==> config.mk <==
export PLATFORM = sky130hd
export DESIGN_NAME = input_sram_arbiter_flat
export DESIGN_NICKNAME = d
export VERILOG_FILES = /design/src/rtl/input_sram_arbiter_if.sv /design/src/rtl/input_sram_arbiter.sv /design/src/flat_wrapper.sv
export SDC_FILE = /design/constraint.sdc
export NUM_CORES = 1
export LEC_CHECK = 0
export ABC_AREA = 1
export BUFFER_PORTS_ARGS = -buffer_cell sky130_fd_sc_hd__buf_2
export CELL_PAD_IN_SITES_DETAIL_PLACEMENT = 0
export CELL_PAD_IN_SITES_GLOBAL_PLACEMENT = 1
export CORE_AREA = 2 2 291 293
export CTS_BUF_LIST = sky130_fd_sc_hd__clkbuf_8 sky130_fd_sc_hd__clkbuf_16
export CTS_CLUSTER_SIZE = 10
export DETAILED_ROUTE_END_ITERATION = 8
export DIE_AREA = 0 0 293 295
export PLACE_DENSITY = 0.51
export SETUP_SLACK_MARGIN = 0.05
export SLEW_MARGIN = 0
export SYNTH_ARGS = -nofsm -noshare
export SYNTH_HDL_FRONTEND = slang
export SYNTH_SLANG_ARGS = --single-unit
==> constraint.sdc <==
create_clock -name clock -period 4.44 [get_ports clock]
set_input_delay 0.444 -clock clock [delete_from_list [all_inputs] [get_ports clock]]
set_output_delay 0.444 -clock clock [all_outputs]
set_load 0.005 [all_outputs]
==> src/rtl/input_sram_arbiter_if.sv <==
// Bus between the input-activation SRAM arbiter, its requesters (one fill
// writer, NUM_READERS PE readers) and the single-port SRAM controller.
// The slave modport is the arbiter's view; master is the surrounding system.
interface input_sram_arbiter_if #(
    parameter int NUM_READERS = 4
);
    // Fill (DMA) write requester
    logic                       wr_req;
    logic [31:0]                wr_addr;
    logic [127:0]               wr_data;
    logic                       wr_ack;

    // PE-side read requesters
    logic [NUM_READERS-1:0]     rd_req;
    logic [32*NUM_READERS-1:0]  rd_addr;
    logic [NUM_READERS-1:0]     rd_ack;
    logic [127:0]               rd_data;
    logic                       err_addr;

    // SRAM controller port
    logic [31:0]                sram_w_addr;
    logic [31:0]                sram_r_addr;
    logic [127:0]               sram_w_d;
    logic                       sram_w_en;
    logic                       sram_r_en;
    logic [127:0]               sram_r_d;
    logic                       sram_d_ready;
    logic                       sram_w_done;

    modport slave (
        input  wr_req, wr_addr, wr_data, rd_req, rd_addr,
               sram_r_d, sram_d_ready, sram_w_done,
        output wr_ack, rd_ack, rd_data, err_addr,
               sram_w_addr, sram_r_addr, sram_w_d, sram_w_en, sram_r_en
    );

    modport master (
        output wr_req, wr_addr, wr_data, rd_req, rd_addr,
               sram_r_d, sram_d_ready, sram_w_done,
        input  wr_ack, rd_ack, rd_data, err_addr,
               sram_w_addr, sram_r_addr, sram_w_d, sram_w_en, sram_r_en
    );
endinterface

==> src/rtl/input_sram_arbiter.sv <==
// Arbiter/sequencer sharing the input-activation SRAM controller port between
// one fill writer and NUM_READERS readers. One transaction at a time:
// IDLE (arbitrate) -> ISSUE (enable pulse) -> WAIT (controller strobe)
// -> RESP (ack pulse). Writes win unless they have held the port for
// WRITE_BURST_MAX grants while a read waits; readers rotate round-robin.
// Addresses in bank rows 6 and 7 do not exist and are answered with err_addr.
module input_sram_arbiter #(
    parameter int NUM_READERS     = 4,
    parameter int WRITE_BURST_MAX = 8
) (
    input  logic                 clock,
    input  logic                 reset,
    input_sram_arbiter_if.slave  bus
);
    localparam int         IDX_W         = $clog2(NUM_READERS);
    localparam int         STREAK_W      = $clog2(WRITE_BURST_MAX + 1);
    localparam logic [2:0] FIRST_BAD_ROW = 3'd6;

    typedef enum logic [1:0] {IDLE, ISSUE, WAIT, RESP} state_t;

    state_t               state_q, state_d;
    logic                 op_write_q;
    logic                 err_q;
    logic [IDX_W-1:0]     reader_q;
    logic [IDX_W-1:0]     last_reader_q;
    logic [31:0]          addr_q;
    logic [127:0]         data_q;
    logic [127:0]         rd_data_q;
    logic [STREAK_W-1:0]  streak_q;

    logic                 rd_any;
    logic                 rd_found;
    logic [IDX_W-1:0]     rd_cand;
    logic [IDX_W-1:0]     rd_pick;
    logic                 streak_ok;
    logic                 grant_wr;
    logic                 grant_rd;
    logic [31:0]          grant_addr;
    logic                 grant_bad;
    logic                 op_done;

    // Round-robin search over readers, starting just after the last winner.
    always_comb begin
        // NOTE: every combinational output gets a default first so no path
        // through the block leaves it unassigned and infers a latch.
        rd_found = 1'b0;
        rd_cand  = '0;
        rd_pick  = '0;
        for (int k = 1; k <= NUM_READERS; k++) begin
            rd_cand = IDX_W'((int'(last_reader_q) + k) % NUM_READERS);
            if (!rd_found && bus.rd_req[rd_cand]) begin
                rd_found = 1'b1;
                rd_pick  = rd_cand;
            end
        end
    end

    // Grant decision in IDLE: write priority bounded by the streak limit.
    always_comb begin
        rd_any     = |bus.rd_req;
        streak_ok  = streak_q < STREAK_W'(WRITE_BURST_MAX);
        grant_wr   = (state_q == IDLE) && bus.wr_req && (streak_ok || !rd_any);
        grant_rd   = (state_q == IDLE) && !grant_wr && rd_found;
        grant_addr = grant_wr ? bus.wr_addr : bus.rd_addr[32*rd_pick +: 32];
        grant_bad  = grant_addr[13:11] >= FIRST_BAD_ROW;
        op_done    = op_write_q ? bus.sram_w_done : bus.sram_d_ready;
    end

    // State register and per-transaction capture.
    always_ff @(posedge clock) begin
        // NOTE: sequential state uses non-blocking assignments so every
        // register samples pre-edge values regardless of statement order.
        if (reset) begin
            state_q    <= IDLE;
            op_write_q <= 1'b0;
            err_q      <= 1'b0;
            reader_q   <= '0;
            addr_q     <= '0;
            data_q     <= '0;
        end else begin
            state_q <= state_d;
            if (grant_wr || grant_rd) begin
                op_write_q <= grant_wr;
                err_q      <= grant_bad;
                reader_q   <= rd_pick;
                addr_q     <= grant_addr;
            end
            if (grant_wr) begin
                data_q <= bus.wr_data;
            end
        end
    end

    // Fairness bookkeeping: write streak and last reader served.
    always_ff @(posedge clock) begin
        if (reset) begin
            streak_q      <= '0;
            last_reader_q <= IDX_W'(NUM_READERS - 1);
        end else begin
            if (grant_wr) begin
                if (streak_q != STREAK_W'(WRITE_BURST_MAX)) begin
                    streak_q <= streak_q + 1'b1;
                end
            end else if (grant_rd || (state_q == IDLE && !bus.wr_req)) begin
                streak_q <= '0;
            end
            if (grant_rd) begin
                last_reader_q <= rd_pick;
            end
        end
    end

    // Read data register: loads on read completion, zeroed by a rejected read.
    always_ff @(posedge clock) begin
        if (reset) begin
            rd_data_q <= '0;
        end else if (state_q == WAIT && !op_write_q && bus.sram_d_ready) begin
            rd_data_q <= bus.sram_r_d;
        end else if (grant_rd && grant_bad) begin
            rd_data_q <= '0;
        end
    end

    // Next state and per-state output pulses.
    always_comb begin
        state_d       = state_q;
        bus.sram_w_en = 1'b0;
        bus.sram_r_en = 1'b0;
        bus.wr_ack    = 1'b0;
        bus.rd_ack    = '0;
        bus.err_addr  = 1'b0;
        case (state_q)
            IDLE: begin
                if (grant_wr || grant_rd) begin
                    state_d = grant_bad ? RESP : ISSUE;
                end
            end
            ISSUE: begin
                bus.sram_w_en = op_write_q;
                bus.sram_r_en = !op_write_q;
                state_d       = WAIT;
            end
            WAIT: begin
                if (op_done) begin
                    state_d = RESP;
                end
            end
            RESP: begin
                bus.wr_ack   = op_write_q;
                bus.err_addr = err_q;
                if (!op_write_q) begin
                    bus.rd_ack[reader_q] = 1'b1;
                end
                state_d = IDLE;
            end
            default: state_d = IDLE;
        endcase
    end

    assign bus.sram_w_addr = addr_q;
    assign bus.sram_r_addr = addr_q;
    assign bus.sram_w_d    = data_q;
    assign bus.rd_data     = rd_data_q;
endmodule

==> src/flat_wrapper.sv <==
// flat-port wrapper written by rule: the top's interface ports become plain ports
module input_sram_arbiter_flat 
#(
    parameter int NUM_READERS     = 4,
    parameter int WRITE_BURST_MAX = 8
)
  (clock, reset, bus_wr_req, bus_wr_addr, bus_wr_data, bus_rd_req, bus_rd_addr, bus_sram_r_d, bus_sram_d_ready, bus_sram_w_done, bus_wr_ack, bus_rd_ack, bus_rd_data, bus_err_addr, bus_sram_w_addr, bus_sram_r_addr, bus_sram_w_d, bus_sram_w_en, bus_sram_r_en);
  input_sram_arbiter_if #(.NUM_READERS(NUM_READERS)) bus_i ();
  input  logic clock;
  input  logic reset;
  input wire logic [$bits(bus_i.wr_req)-1:0] bus_wr_req;
  input wire logic [$bits(bus_i.wr_addr)-1:0] bus_wr_addr;
  input wire logic [$bits(bus_i.wr_data)-1:0] bus_wr_data;
  input wire logic [$bits(bus_i.rd_req)-1:0] bus_rd_req;
  input wire logic [$bits(bus_i.rd_addr)-1:0] bus_rd_addr;
  input wire logic [$bits(bus_i.sram_r_d)-1:0] bus_sram_r_d;
  input wire logic [$bits(bus_i.sram_d_ready)-1:0] bus_sram_d_ready;
  input wire logic [$bits(bus_i.sram_w_done)-1:0] bus_sram_w_done;
  output wire logic [$bits(bus_i.wr_ack)-1:0] bus_wr_ack;
  output wire logic [$bits(bus_i.rd_ack)-1:0] bus_rd_ack;
  output wire logic [$bits(bus_i.rd_data)-1:0] bus_rd_data;
  output wire logic [$bits(bus_i.err_addr)-1:0] bus_err_addr;
  output wire logic [$bits(bus_i.sram_w_addr)-1:0] bus_sram_w_addr;
  output wire logic [$bits(bus_i.sram_r_addr)-1:0] bus_sram_r_addr;
  output wire logic [$bits(bus_i.sram_w_d)-1:0] bus_sram_w_d;
  output wire logic [$bits(bus_i.sram_w_en)-1:0] bus_sram_w_en;
  output wire logic [$bits(bus_i.sram_r_en)-1:0] bus_sram_r_en;
  assign bus_i.wr_req = bus_wr_req;
  assign bus_i.wr_addr = bus_wr_addr;
  assign bus_i.wr_data = bus_wr_data;
  assign bus_i.rd_req = bus_rd_req;
  assign bus_i.rd_addr = bus_rd_addr;
  assign bus_i.sram_r_d = bus_sram_r_d;
  assign bus_i.sram_d_ready = bus_sram_d_ready;
  assign bus_i.sram_w_done = bus_sram_w_done;
  assign bus_wr_ack = bus_i.wr_ack;
  assign bus_rd_ack = bus_i.rd_ack;
  assign bus_rd_data = bus_i.rd_data;
  assign bus_err_addr = bus_i.err_addr;
  assign bus_sram_w_addr = bus_i.sram_w_addr;
  assign bus_sram_r_addr = bus_i.sram_r_addr;
  assign bus_sram_w_d = bus_i.sram_w_d;
  assign bus_sram_w_en = bus_i.sram_w_en;
  assign bus_sram_r_en = bus_i.sram_r_en;
  input_sram_arbiter #(.NUM_READERS(NUM_READERS), .WRITE_BURST_MAX(WRITE_BURST_MAX)) u_core (.clock(clock), .reset(reset), .bus(bus_i));
endmodule
# Yosys cells after proc, flatten, opt, wreduce, memory -nomap -nowiden
# Cells that the tools add are included.
# classes
n_mux,35
add_sub_neg,5
n_lt_le_gt_ge,8
n_eq_ne,7
shifts,1
n_reduce_logical,28
# op_table
op,count
two-way mux 128 bit,2
indexed part select 128 x 8 -> 32 bit,1
two-way mux 32 bit,1
two-way mux 4 bit,5
"< comparator 2 x 3 -> 1 bit, second input constant",5
two-way mux 1 bit,14
two-way mux 2 bit,7
logical AND 1 bit,12
binary-select mux 1 bit (select 2 bit),4
case mux 2 bit (4 select lines),1
zero test 1 bit,7
"adder 2 x 1 -> 2 bit, second input constant",2
"adder 2 bit, second input constant",2
"adder 4 x 1 -> 4 bit, second input constant",1
"== test 2 bit, second input constant",2
"< comparator 4 bit, second input constant",1
"inequality test 2 bit, second input constant",2
"inequality test 4 bit, second input constant",1
AND reduction 2 bit,2
nonzero test 2 bit,2
OR reduction 4 bit,1
">= comparator 3 bit, second input constant",1
logical OR 1 bit,3
demux 1 bit (select 2 bit),1
other kinds (4),4
# totals
output_inout_bits,328
ff_bits,300
wordCells,93
input_bits,425

# Depth between registers and ports, before layout
# depth
word_depth,19
mapped_depth,20
ltp_nobuf,19

# Worst setup path after synthesis
# No wires, ideal clock.
# synth_timing
path_type,reg2reg
start,register u_core.last_reader_q[1]
end,register u_core.rd_data_q[10] (netlist: u_core.bus.rd_data[10])
synth_period_minus_slack_ns,2.066
n_path_buf,3
arrival_time_ns,1.923
path_stages_with_launch,21
setup_slack_ns,2.374
cell_sequence,dfxtp_1 -> inv_2 -> nand2_1 -> nand2_2 -> nand2_1 -> nand2_4 -> nand2_4 -> nand2_2 -> nand2_4 -> nand2_4 -> buf_6 -> nand2_1 -> nand2_1 -> nand2_1 -> nand3_2 -> nand2_2 -> nand3_2 -> buf_12 -> buf_12 -> nand3_2 -> a21oi_2
# synth_via
elab_chain_cells,18
word_cells_on_any_way,32
cone_classes,add/sub: 4; order compare: 1; shift: 1; mux: 17; reduce/logical: 9
# synth_lines
item,line_no,rtl
start: declaration,input_sram_arbiter.sv:25,logic [IDX_W-1:0] last_reader_q;
start signal: assignment,input_sram_arbiter.sv:98,last_reader_q <= IDX_W'(NUM_READERS - 1);
start signal: assignment,input_sram_arbiter.sv:108,last_reader_q <= rd_pick;
adder 2 x 1 -> 2 bit,input_sram_arbiter.sv:50,rd_cand = IDX_W'((int'(last_reader_q) + k) % NUM_READERS);
binary-select mux 1 bit (select 2 bit),input_sram_arbiter.sv:51,if (!rd_found && bus.rd_req[rd_cand]) begin
two-way mux 1 bit (implied by the code),input_sram_arbiter.sv:51,
two-way mux 1 bit,input_sram_arbiter.sv:51,
zero test 1 bit,input_sram_arbiter.sv:51,
logical AND 1 bit,input_sram_arbiter.sv:51,
two-way mux 1 bit,input_sram_arbiter.sv:51,
zero test 1 bit,input_sram_arbiter.sv:51,
[... 2 more ...],n/a,
zero test 1 bit,input_sram_arbiter.sv:51,
logical AND 1 bit,input_sram_arbiter.sv:51,
two-way mux 2 bit,input_sram_arbiter.sv:51,
indexed part select 128 x 8 -> 32 bit,input_sram_arbiter.sv:64,grant_addr = grant_wr ? bus.wr_addr : bus.rd_addr[32*rd_pick +: 32];
two-way mux 32 bit,input_sram_arbiter.sv:64,
>= comparator 3 bit,input_sram_arbiter.sv:65,grant_bad = grant_addr[13:11] >= FIRST_BAD_ROW;
logical AND 1 bit (*),input_sram_arbiter.sv:119,end else if (grant_rd && grant_bad) begin
nonzero test 2 bit (no source line) (*),n/a,
end signal: assignment,input_sram_arbiter.sv:118,rd_data_q <= bus.sram_r_d;
end: declaration,input_sram_arbiter.sv:28,logic [127:0] rd_data_q;
# Every way passes the cells marked *; elsewhere a longest branch is shown, timed or not. The select of a mux whose other input is x is not followed.
# A chain may end at the register's enable or synchronous reset.

# Final worst setup path
# layout_timing
start,register u_core.last_reader_q[0]
end,register u_core.rd_data_q[65] (netlist: u_core.bus.rd_data[65])
# The elaborated chain is that of the path after synthesis.

==> impl_metrics.csv <==
group,metric,value,unit
clock_tree,clockRootBuffer,"clkbuf_16",
yosys,ys_types,30,
routing,firstDrtPassIters,5,
clock_tree,clk_pin_slew_worst_paths,60,ps
critical_path,path_cells,"inv_1, nand2_1, nand2_2, nand2_1, nand2_1, inv_2, nand3_1, nor2_2, inv_2, nand2_1, nand2_1, nand2_1, nand2_1, nand2_1, nand3_4, buf_4, nand3_2, a21oi_2",
routing,routed-via-count,14060,
final_layout,synthToLayoutAreaGrowth,41.62,%
clock_tree,htreeDepth,2,
placement,port_buffers,752,
routing,routedLengthMet1,23.31,mm
critical_path,cp-startpoint,"u_core.last_reader_q[0]",
yosys,yosysWarnings,0,
final_layout,drive_gt1_share,44.83,%
timing,timing.final.crit_share,75.23,%
clock_tree,cts_sinks,300,
critical_path,cp-endpoint,"u_core.bus.rd_data[65]",
die,dieHeight,295,um
yosys,ys_seq_area_share,44.82,%
timing,hold_viol,0,
yosys,synthesis.nets,2110,
placement,gp_congestion,0.8627,
routing,first_iter_violations,498,
die,core,83160,um2
run_status,run_status,"complete, no violations",
worst_hold_path,hold_path_startpoint,"bus_sram_r_d[118]",
critical_path,r2r_setup_slack,1100,ps
global_routing,grt_pass1_wl,86.80,mm
critical_path,cpMostUsedCell,"nand2_1",
clock_tree,numCtsBuffers,40,
final_layout,utilization,22.82,%
routing,top_layer_used,"met5",
clock_tree,cts_tree,"done",
yosys,synth-seq-cells,300,
worst_hold_path,hold_path_depth,3,
global_routing,overflow,0,
die,start_util,16.11,%
critical_path,crit_fanout,31,
power,power,11.85,mW
clock_tree,cts_setup_buffers,0,
final_layout,final_nets,2757,
die,die_x,293,um
yosys,syn_avg_cell_area,7.986,um2
clock_tree,cts_resized,0,
timing,worst_slew_pin_slew,1138,ps
critical_path,crit_slowest_cell,"dfxtp_1",
timing,skew,10.79,ps
yosys,syn-cell-area,13400,um2
clock_tree,clk_path_buf_depth,3,
yosys,synthCells,1678,
worst_hold_path,hp-class,"in -> reg",
global_routing,grt_max_degree,134,
placement,placed_cell_area,17780,um2
timing,drv_slew,0,
timing,hold_slack,145.4,ps
routing,antenna_left,0,
routing,wl_met2,28.91,mm
critical_path,rr_startpoint,"u_core.last_reader_q[0]",
critical_path,slowest_delay,600,ps
timing,finalSetupTns,0,ps
routing,drt-total-wl,59.19,mm
timing,finalSetupViolCount,0,
timing,finalCriticalPeriod,3340,ps
routing,viasPerCell,4.088,
timing,max_freq,299.4,MHz
routing,drc,0,
critical_path,reg2regPathDepth,18,
placement,dpl.hpwl,44.43,mm
critical_path,reg2reg_to,"u_core.bus.rd_data[65]",
timing,timing.slew.headroom,24.12,%
routing,dr_wl_met3,5.542,mm
clock_tree,hold_buffers,0,
critical_path,end_kind,"flip-flop",
critical_path,cp_data_arrival_time,3730,ps
die,io_pins,753,
clock_tree,insertion_delay,550,ps
power,cellLeakagePower,8.459,nW
critical_path,worstPathRequired,4830,ps
final_layout,finish.instance_area,18980,um2
power,powerDensity,624.4,nW/um2
routing,avgRoutedWirePerCell,17.22,um
global_routing,grt.total_usage,12.90,%
timing,rsz0062_at_grt,"false",
run,drv_cap,0,
die,rows,106,
global_routing,grt_pass1_vias,14130,
die,die-area,86440,um2
critical_path,worstSetupPathType,"reg -> reg",
critical_path,critical_path.startpoint_type,"flip-flop",
power,peakVddDrop,421.4,uV
global_routing,antenna_found_initial,17,
-- cells by family (layout without fill, tap and decap cells) --
family / count (synthesis) / after routing / synth area share (%)
other: 0 / 9 / 0
adders and majority gates: 7 / 7 / 0.6536
DFF: 300 / 300 / 44.82
AOI/OAI and AO/OA: 429 / 429 / 19.51
buffers and inverters: 202 / 873 / 8.478
and+or+nand+nor: 740 / 740 / 26.55
-- registers in the layout (all words and copies together), names as in the netlist --
signal and count:
u_core.err_q 1, u_core.bus.rd_data 128, u_core.streak_q 4, u_core.last_reader_q 2, u_core.bus.sram_w_d 128, u_core.state_q 2, u_core.reader_q 2, u_core.op_write_q 1
u_core.bus.sram_r_addr 32
-- worst max-delay path: cells and delay by family (launching register included) --
family,cells,cell delay [ps]
AND/OR/NAND/NOR,13,1610
buffers and inverters,4,830
flip-flops,1,600
AO/OA/AOI/OAI,1,60
-- per-stage QoR --
step | worst slack, ps | cells
after floorplan | 2374 | 1678
after global placement | 1179 | 3363
after detailed placement | 1067 | 3363
after CTS | 1076 | 3429
after global routing | 749.3 | 3435
final | 1100 | 3438
-- cells in the mapped netlist (all sizes together) --
cell type | n | area [um2]
a211oi | 2 | 15.01
a21oi | 139 | 1075
a31oi | 32 | 200.2
and3 | 1 | 6.260
buf | 65 | 621.8
clkbuf | 104 | 390.4
dfxtp | 300 | 6006
ha | 7 | 87.58
inv | 33 | 123.9
nand2 | 260 | 1021
nand3 | 144 | 1249
nand3b | 1 | 7.510
nand4 | 1 | 6.260
nor2 | 325 | 1222
nor3 | 4 | 20.02
nor4 | 4 | 25.02
o211ai | 2 | 15.01
o21ai | 224 | 1121
o22ai | 30 | 187.7
-- worst min-delay path by stage --
stage / endpoint / slack, ps
6_report: u_core.bus.rd_data[118] / 150
3_5_place_dp: u_core.bus.rd_data[49] / 460
3_3_place_gp: u_core.bus.sram_w_d[86] / 460
2_1_floorplan: u_core.streak_q[0] / 460
4_1_cts: u_core.bus.rd_data[118] / 100
5_1_grt: u_core.bus.rd_data[114] / 110
-- layout by cell type, fill, tap and decap left out, drive strengths merged, types with 2 or more instances in the layout --
cell	count
clkbuf	45
nor2	325
a211oi	2
buf	774
inv	47
o211ai	2
dfxtp	300
diode	9
a21oi	139
nand2	260
nand3	144
nor4	4
ha	7
o21ai	224
a31oi	32
nor3	4
clkinv	7
o22ai	30
-- power breakdown --
group | internal [mW] | switching, mW | total (mW)
Sequential | 3.22 | 0.387 | 3.61
Clock | 1.72 | 1.25 | 2.97
Combinational | 1.77 | 3.50 | 5.27
Total | 6.72 | 5.13 | 11.8
-- area by class of cell --
class / instances / area, um2
Clock inverter: 21 / 97.59
Sequential cell: 300 / 6006
Timing Repair Buffer: 774 / 3998
Multi-Input combinational cell: 1176 / 6289
Clock buffer: 45 / 1081
Tap cell: 1080 / 1351
Antenna cell: 9 / 22.52
Inverter: 33 / 133.9
Fill cell: 9399 / 64180
-- per-layer routing --
layer / global-route usage [%] / vias up
met5: 0 / -
met4: 3.802 / 10
met3: 4.879 / 82
met2: 22.69 / 569
met1: 14.43 / 6527
li1: - / 6868
Note: power is estimated with default switching activity, not from simulation.
